### src/rtl/multicycle_maindec.sv
// Main-control FSM for the multicycle MIPS datapath: sequences fetch/decode/execute/memory/writeback,
// stalls on mem_ready, traps illegal opcodes and counts retired instructions.
module multicycle_maindec #(
  parameter int unsigned ALUOP_W         = 3,
  parameter int unsigned CNT_W           = 32,
  parameter bit          TRAP_ON_ILLEGAL = 1'b1
) (
  input  logic               clk,
  input  logic               reset_n,
  input  logic [5:0]         op,
  input  logic               mem_ready,
  output logic               pcwrite,
  output logic               irwrite,
  output logic               memwrite,
  output logic               regwrite,
  output logic               iord,
  output logic               alusrca,
  output logic               memtoreg,
  output logic               regdst,
  output logic [1:0]         alusrcb,
  output logic [1:0]         pcsrc,
  output logic               branch,
  output logic               branch_ne,
  output logic               zeroext,
  output logic [ALUOP_W-1:0] aluop,
  output logic               illegal,
  output logic [CNT_W-1:0]   instret
);

  localparam logic [5:0] OpRtype = 6'b000000;
  localparam logic [5:0] OpLw    = 6'b100011;
  localparam logic [5:0] OpSw    = 6'b101011;
  localparam logic [5:0] OpBeq   = 6'b000100;
  localparam logic [5:0] OpBne   = 6'b000101;
  localparam logic [5:0] OpAddi  = 6'b001000;
  localparam logic [5:0] OpOri   = 6'b001101;
  localparam logic [5:0] OpAndi  = 6'b001100;
  localparam logic [5:0] OpJ     = 6'b000010;

  localparam logic [2:0] AluAdd   = 3'd0;
  localparam logic [2:0] AluSub   = 3'd1;
  localparam logic [2:0] AluOr    = 3'd2;
  localparam logic [2:0] AluAnd   = 3'd3;
  localparam logic [2:0] AluFunct = 3'd4;

  localparam logic [CNT_W-1:0] CntOne = CNT_W'(1);

  typedef enum logic [3:0] {
    StFetch, StDecode, StMemAdr, StMemRd, StMemWb, StMemWr, StExec,
    StAluWb, StBranch, StIExec, StIWb, StJump, StIllegal
  } state_e;

  state_e           state_q, state_d;
  logic [CNT_W-1:0] instret_q, instret_d;
  logic             retire;
  logic [2:0]       aluop_n;
  logic             imm_logical;

  // ORI/ANDI take a zero-extended immediate in both the execute and writeback cycles.
  assign imm_logical = (op == OpOri) || (op == OpAndi);

  always_comb begin
    state_d   = state_q;
    retire    = 1'b0;
    pcwrite   = 1'b0;
    irwrite   = 1'b0;
    memwrite  = 1'b0;
    regwrite  = 1'b0;
    iord      = 1'b0;
    alusrca   = 1'b0;
    memtoreg  = 1'b0;
    regdst    = 1'b0;
    alusrcb   = 2'b00;
    pcsrc     = 2'b00;
    branch    = 1'b0;
    branch_ne = 1'b0;
    zeroext   = 1'b0;
    aluop_n   = AluAdd;
    illegal   = 1'b0;
    case (state_q)
      StFetch: begin
        alusrcb = 2'b01;
        irwrite = mem_ready;
        pcwrite = mem_ready;
        if (mem_ready) state_d = StDecode;
      end
      StDecode: begin
        alusrcb = 2'b11;
        case (op)
          OpRtype:               state_d = StExec;
          OpLw, OpSw:            state_d = StMemAdr;
          OpBeq, OpBne:          state_d = StBranch;
          OpAddi, OpOri, OpAndi: state_d = StIExec;
          OpJ:                   state_d = StJump;
          default: begin
            if (TRAP_ON_ILLEGAL) begin
              state_d = StIllegal;
            end else begin
              state_d = StFetch;
              retire  = 1'b1;
            end
          end
        endcase
      end
      StMemAdr: begin
        alusrca = 1'b1;
        alusrcb = 2'b10;
        state_d = (op == OpLw) ? StMemRd : StMemWr;
      end
      StMemRd: begin
        iord = 1'b1;
        if (mem_ready) state_d = StMemWb;
      end
      StMemWb: begin
        regwrite = 1'b1;
        memtoreg = 1'b1;
        state_d  = StFetch;
        retire   = 1'b1;
      end
      StMemWr: begin
        iord     = 1'b1;
        memwrite = mem_ready;
        if (mem_ready) begin
          state_d = StFetch;
          retire  = 1'b1;
        end
      end
      StExec: begin
        alusrca = 1'b1;
        aluop_n = AluFunct;
        state_d = StAluWb;
      end
      StAluWb: begin
        regwrite = 1'b1;
        regdst   = 1'b1;
        state_d  = StFetch;
        retire   = 1'b1;
      end
      StBranch: begin
        alusrca   = 1'b1;
        aluop_n   = AluSub;
        branch    = 1'b1;
        branch_ne = (op == OpBne);
        pcsrc     = 2'b01;
        state_d   = StFetch;
        retire    = 1'b1;
      end
      StIExec: begin
        alusrca = 1'b1;
        alusrcb = 2'b10;
        zeroext = imm_logical;
        if (op == OpOri)       aluop_n = AluOr;
        else if (op == OpAndi) aluop_n = AluAnd;
        state_d = StIWb;
      end
      StIWb: begin
        regwrite = 1'b1;
        zeroext  = imm_logical;
        state_d  = StFetch;
        retire   = 1'b1;
      end
      StJump: begin
        pcwrite = 1'b1;
        pcsrc   = 2'b10;
        state_d = StFetch;
        retire  = 1'b1;
      end
      StIllegal: illegal = 1'b1;
      default:   state_d = StFetch;
    endcase
  end

  assign aluop     = ALUOP_W'(aluop_n);
  assign instret_d = retire ? instret_q + CntOne : instret_q;
  assign instret   = instret_q;

  always_ff @(posedge clk or negedge reset_n) begin
    if (!reset_n) begin
      state_q   <= StFetch;
      instret_q <= '0;
    end else begin
      state_q   <= state_d;
      instret_q <= instret_d;
    end
  end

endmodule

### config.mk
export PLATFORM = sky130hd
export DESIGN_NAME = multicycle_maindec
export DESIGN_NICKNAME = d
export VERILOG_FILES = /design/src/rtl/multicycle_maindec.sv
export SDC_FILE = /design/constraint.sdc
export NUM_CORES = 1
export LEC_CHECK = 0
export CORE_MARGIN = 4
export CORE_UTILIZATION = 48
export DETAILED_ROUTE_END_ITERATION = 10
export PLACE_DENSITY = 0.92
export SYNTH_ARGS = -nofsm -noshare
export SYNTH_HDL_FRONTEND = slang
export SYNTH_SLANG_ARGS = --single-unit
### constraint.sdc
create_clock -name clk -period 2.2 [get_ports clk]
set_clock_uncertainty 0.15 [all_clocks]
set_input_delay 0.44 -clock clk [delete_from_list [all_inputs] [get_ports clk]]
set_output_delay 0.44 -clock clk [all_outputs]
set_load 0.01 [all_outputs]
-- Yosys cells after proc, flatten, opt, wreduce, memory -nomap -nowiden
Index checks and enable logic that the tools add are counted.
- $add $sub $neg: 1
- multipliers: 0
- div/mod/pow operators: 0
- magnitude comparators: 0
- equality and inequality tests: 23
- shift operators: 0
- multiplexer cells: 25
- bitwise operators: 1
- reduce and logical (&&, ||, !) cells: 13
- operator list (operator ; count):
    32-bit by 1-bit adder with 32-bit output, second input constant ; 1
    4-bit case mux with 8 select lines ; 1
    4-bit == test, second input constant ; 5
    4-bit case mux with 5 select lines ; 1
    6-bit by 4-bit == test with 1-bit output, second input constant ; 3
    4-bit by 3-bit == test with 1-bit output, second input constant ; 4
    6-bit by 3-bit == test with 1-bit output, second input constant ; 2
    6-bit == test, second input constant ; 2
    1-bit two-way mux ; 12
    4-bit two-way mux ; 3
    2-bit OR reduction ; 5
    3-bit case mux with 3 select lines ; 1
    4-bit by 2-bit == test with 1-bit output, second input constant ; 2
    6-bit by 2-bit == test with 1-bit output, second input constant ; 1
    6-bit logical NOT ; 1
    2-bit inequality test, second input constant ; 3
    2-bit case mux with 3 select lines ; 1
    3-bit OR reduction ; 2
    5-bit OR reduction ; 1
    4-bit by 1-bit == test with 1-bit output, second input constant ; 1
    4-bit logical NOT ; 1
    2-bit two-way mux ; 2
    1-bit case mux with 2 select lines ; 2
    2-bit case mux with 2 select lines ; 1
    5 further kinds ; 5
- register bits: 36
- bits in latches: 0
- bits in writable memories: 0
- memory bits (read-only): 0
- input bits: 9
- output and inout port bits: 51
- memories kept: 0

-- Depth between registers and ports, before layout
- depth in word-level cells: 4
- depth in mapped cells: 7

-- Worst setup path before layout
Ideal clock, no wire load.
- path type: register -> output
- start point: register state_q[2]
- end point: output port branch_ne
- arrival: 1457 ps
- data required time: 1610 ps
- slack: 153 ps
- cell stages (with the launch flop): 5
- cell sequence: dfrtp_1 -> inv_1 -> nand2_1 -> nor3_1 -> nor4b_1
- longest elaborated chain between the ends: 2
- ends and longest elaborated chain (element ; RTL line ; text):
    start: declaration ; 53 ; state_e state_q, state_d;
    start signal: assignment ; 179 ; state_q <= StFetch;
    start signal: assignment ; 182 ; state_q <= state_d;
    4-bit == test ; 80 ; case (state_q)
    1-bit two-way mux ; 80 ;
    end: declaration ; 23 ; output logic branch_ne,
Every way passes these cells.

-- Worst setup path after layout
- start point: register state_q[2]
- end point: output port irwrite
- longest elaborated chain between the ends: 2
- ends and longest elaborated chain (element ; RTL line ; text):
    4-bit logical NOT ; 80 ;
    1-bit two-way mux ; 80 ;
    end: declaration ; 13 ; output logic irwrite,
Every way passes these cells.

==> flow_metrics.py <==
metrics = {
    "outcome": {
        "status": "finished clean",
    },
    "clock_tree": {
        "insertion_delay_ns": 0.28,
        "clockBufferDepth": 2,
        "cts.sinks": 36,
        "h-tree-depth": 2,
        "cts_tree": "done",
        "numCtsBuffers": 5,
        "cts_hold_buffers": 0,
        "root_buffer": "clkbuf_8",
        "clkTransAtPathRegs_ns": 0.07,
    },
    "synth": {
        "syn-cell-area_um2": 2090,
        "async_flop_share": 1.00,
        "synthMuxAreaShare": 0.00956,
        "synth_flop_cell": "dfrtp_1",
        "synth-simple-area-share": 0.310,
        "synth_top_family_by_area": "simple AND/OR/NAND/NOR gates",
        "syn-num-nets": 238,
        "synthCells": 228,
        "syn_avg_cell_area_um2": 9.18,
        "synth-edff-count": 0,
        "yosys_warnings": 0,
        "ys_ff_latch": 36,
        "synth_xor_area_frac": 0.134,
        "synth_compound_area_frac": 0.0705,
        "synthDistinctLibCells": 43,
        "synth_top_area_share": 0.430,
        "synth_top_cell_by_area": "dfrtp_1",
        "synth_area_leaders": "dfrtp_1, xnor2_1, nor3_1",
        "synth_fa_ha_area_frac": 0.00598,
        "synth_seq_area_share": 0.430,
    },
    "grt": {
        "grt_max_degree": 37,
        "antenna_found_initial": 0,
        "grt_pass1_wl_mm": 9.25,
        "grt_use_total": 0.214,
        "gr-total-overflow": 0,
        "grt_pass1_vias": 2067,
    },
    "die": {
        "die_x_um": 74.0,
        "rows": 23,
        "core_area_um2": 4120,
        "die_h_um": 74.0,
        "start_util": 0.509,
        "dieArea_um2": 5480,
        "ioPinCount": 60,
    },
    "sta": {
        "finalCritPeriodShare": 0.985,
        "drv_slew": 0,
        "fmax_ghz": 0.461,
        "hold_viol_final": 0,
        "setup_slack_ns": 0.0320,
        "worstMarginPinSlew_ns": 0.449,
        "finalSetupTns_ns": 0,
        "final-setup-viol-count": 0,
        "finalCriticalPeriod_ns": 2.17,
        "slew_headroom": 0.700,
    },
    "critical_path": {
        "crit_slowest_cell": "dfrtp_1",
        "crit_end": "irwrite",
        "crit_path_start": "state_q[2]$_DFFE_PN0P_",
        "endpoint_kind": "primary output",
        "critPathMostFrequentCell": "buf_4",
        "cp.required_ns": 1.61,
        "r2r-start": "state_q[3]$_DFFE_PN0P_",
        "cpPeakStageDelay_ns": 0.43,
        "worstSetupStartpointType": "flip-flop",
        "arrival_ns": 1.58,
        "reg2reg_depth": 8,
        "cp_cell_sequence": "buf_4 > buf_4 > nor2_4 > nand2_1 > nor3_2 > clkdlybuf4s15_1",
        "worstReg2RegEnd": "instret[15]$_DFFE_PN0P_",
        "crit_type": "flip-flop to primary output",
        "path_max_fanout": 3,
        "r2r_slack_ns": 0.06,
    },
    "route": {
        "drc": 0,
        "final_antenna_net_count": 0,
        "drt_iter0_markers": 131,
        "wl_per_cell_um": 15.6,
        "drt_pass1_iterations": 4,
        "num_vias": 2069,
        "vias_per_cell": 5.55,
        "drt_wl_total_mm": 5.82,
    },
    "final_layout": {
        "drive_gt1_frac": 0.260,
        "synthToLayoutAreaGrowth_pct": 49.5,
        "utilization": 0.760,
        "mostFrequentLayoutCells": "buf_4, clkdlybuf4s50_1, dfrtp_1, xnor2_1, nand2_1",
        "final_nets": 332,
        "final_common_cell": "buf_4",
        "antennaDiodeCount": 0,
    },
    "job": {
        "max-cap-violations": 0,
    },
    "placement": {
        "gp_congestion": 0.903,
        "pre_cts_ws_ns": -0.574,
        "io_buffers": 59,
        "hpwl_mm": 4.06,
    },
    "power": {
        "leakage_nw": 1.47,
        "vdd_drop_max_mv": 0.397,
        "p_per_area_nw_per_um2": 882,
    },
    "worst_hold_path": {
        "hold_class": "flip-flop to flip-flop",
    },
}
critical path, delay by kind of cell, from the launching register on:
family,cells,cell delay (ns)
AND/OR/NAND/NOR,3,0.29
buffers and inverters,3,0.57
flip-flops,1,0.43
registers in the layout (all words and copies together) (netlist names):
register and count:
state_q 4, instret 32
power breakdown:
| part | switching (mW) | total, mW | internal, mW |
|---|---|---|---|
| Sequential | 0.134 | 0.879 | 0.746 |
| Clock | 0.231 | 0.567 | 0.336 |
| Combinational | 0.670 | 1.31 | 0.643 |
| Total | 1.03 | 2.76 | 1.73 |
synthesized netlist by cell type (2+ instances only):
cell type / count
and3_1: 7
o22ai_1: 2
or2_2: 2
a211oi_1: 3
dfrtp_1: 36
nand2_1: 22
xor2_1: 8
clkbuf_1: 5
nand4_1: 8
xnor2_1: 24
nand2b_1: 3
and4_1: 3
nor4b_1: 2
inv_1: 7
nor2b_1: 4
buf_1: 2
nand3_1: 14
nor2_1: 18
or2_1: 2
a21oi_1: 6
o21ai_0: 8
nor4_4: 2
mux2i_1: 2
buf_4: 2
nor3_1: 18
layer usage:
| layer | global-route usage | routed length (um) | up-vias |
|---|---|---|---|
| li1 | - | - | 978 |
| met1 | 0.256 | 2400 | 1009 |
| met2 | 0.389 | 3010 | 71 |
| met3 | 0.0324 | 310 | 11 |
| met4 | 0.0744 | 95 | 0 |
| met5 | 0 | 0 | - |
repair_timing:
| item | 4_1_cts | 5_1_grt |
|---|---|---|
| pin swaps | 1 | 3 |
| gates resized for setup | 49 | 29 |
| endpoints found under the setup margin | 20 | 19 |
| buffers inserted | 2 | 2 |
area by class of cell:
class,count,area (um2)
repair buffers,98,833
clock buffers,6,72.6
fillers,268,986
flip-flops and latches,36,905
clock inverters,2,35.0
inverters,7,26.3
well taps,50,62.6
multi-input cells,174,1190
how the worst min path moves through the flow:
stage                                       start  slack [ns]                       to  depth (start not counted)
after global placement    instret[31]$_DFFE_PN0P_        0.31  instret[31]$_DFFE_PN0P_                          1
after CTS                 instret[31]$_DFFE_PN0P_        0.34  instret[31]$_DFFE_PN0P_                          1
final                     instret[31]$_DFFE_PN0P_        0.33  instret[31]$_DFFE_PN0P_                          1
after floorplan                           reset_n      -0.006   instret[0]$_DFFE_PN0P_                          0
after detailed placement  instret[31]$_DFFE_PN0P_        0.33  instret[31]$_DFFE_PN0P_                          1
after global routing      instret[31]$_DFFE_PN0P_        0.35  instret[31]$_DFFE_PN0P_                          1
stage by stage:
stage	cell area [um2]	hold WS, ns	power (mW)	cells
2_1_floorplan	2090	-0.00559	1.48	228
3_3_place_gp	2950	0.311	2.07	361
3_5_place_dp	2950	0.332	2.10	361
4_1_cts	3080	0.342	2.67	371
5_1_grt	3130	0.354	2.92	373
6_report	3130	0.334	2.76	373
logic make-up after synthesis:
| group | count (synthesis) |
|---|---|
| AO/OA/AOI/OAI | 24 |
| flip-flops | 36 |
| buffers and inverters | 18 |
| multiplexers | 2 |
| XOR/XNOR | 32 |
| adder cells (fa/ha/maj) | 1 |
| AND/OR/NAND/NOR | 115 |
Note: power is estimated with default switching activity, not from simulation.
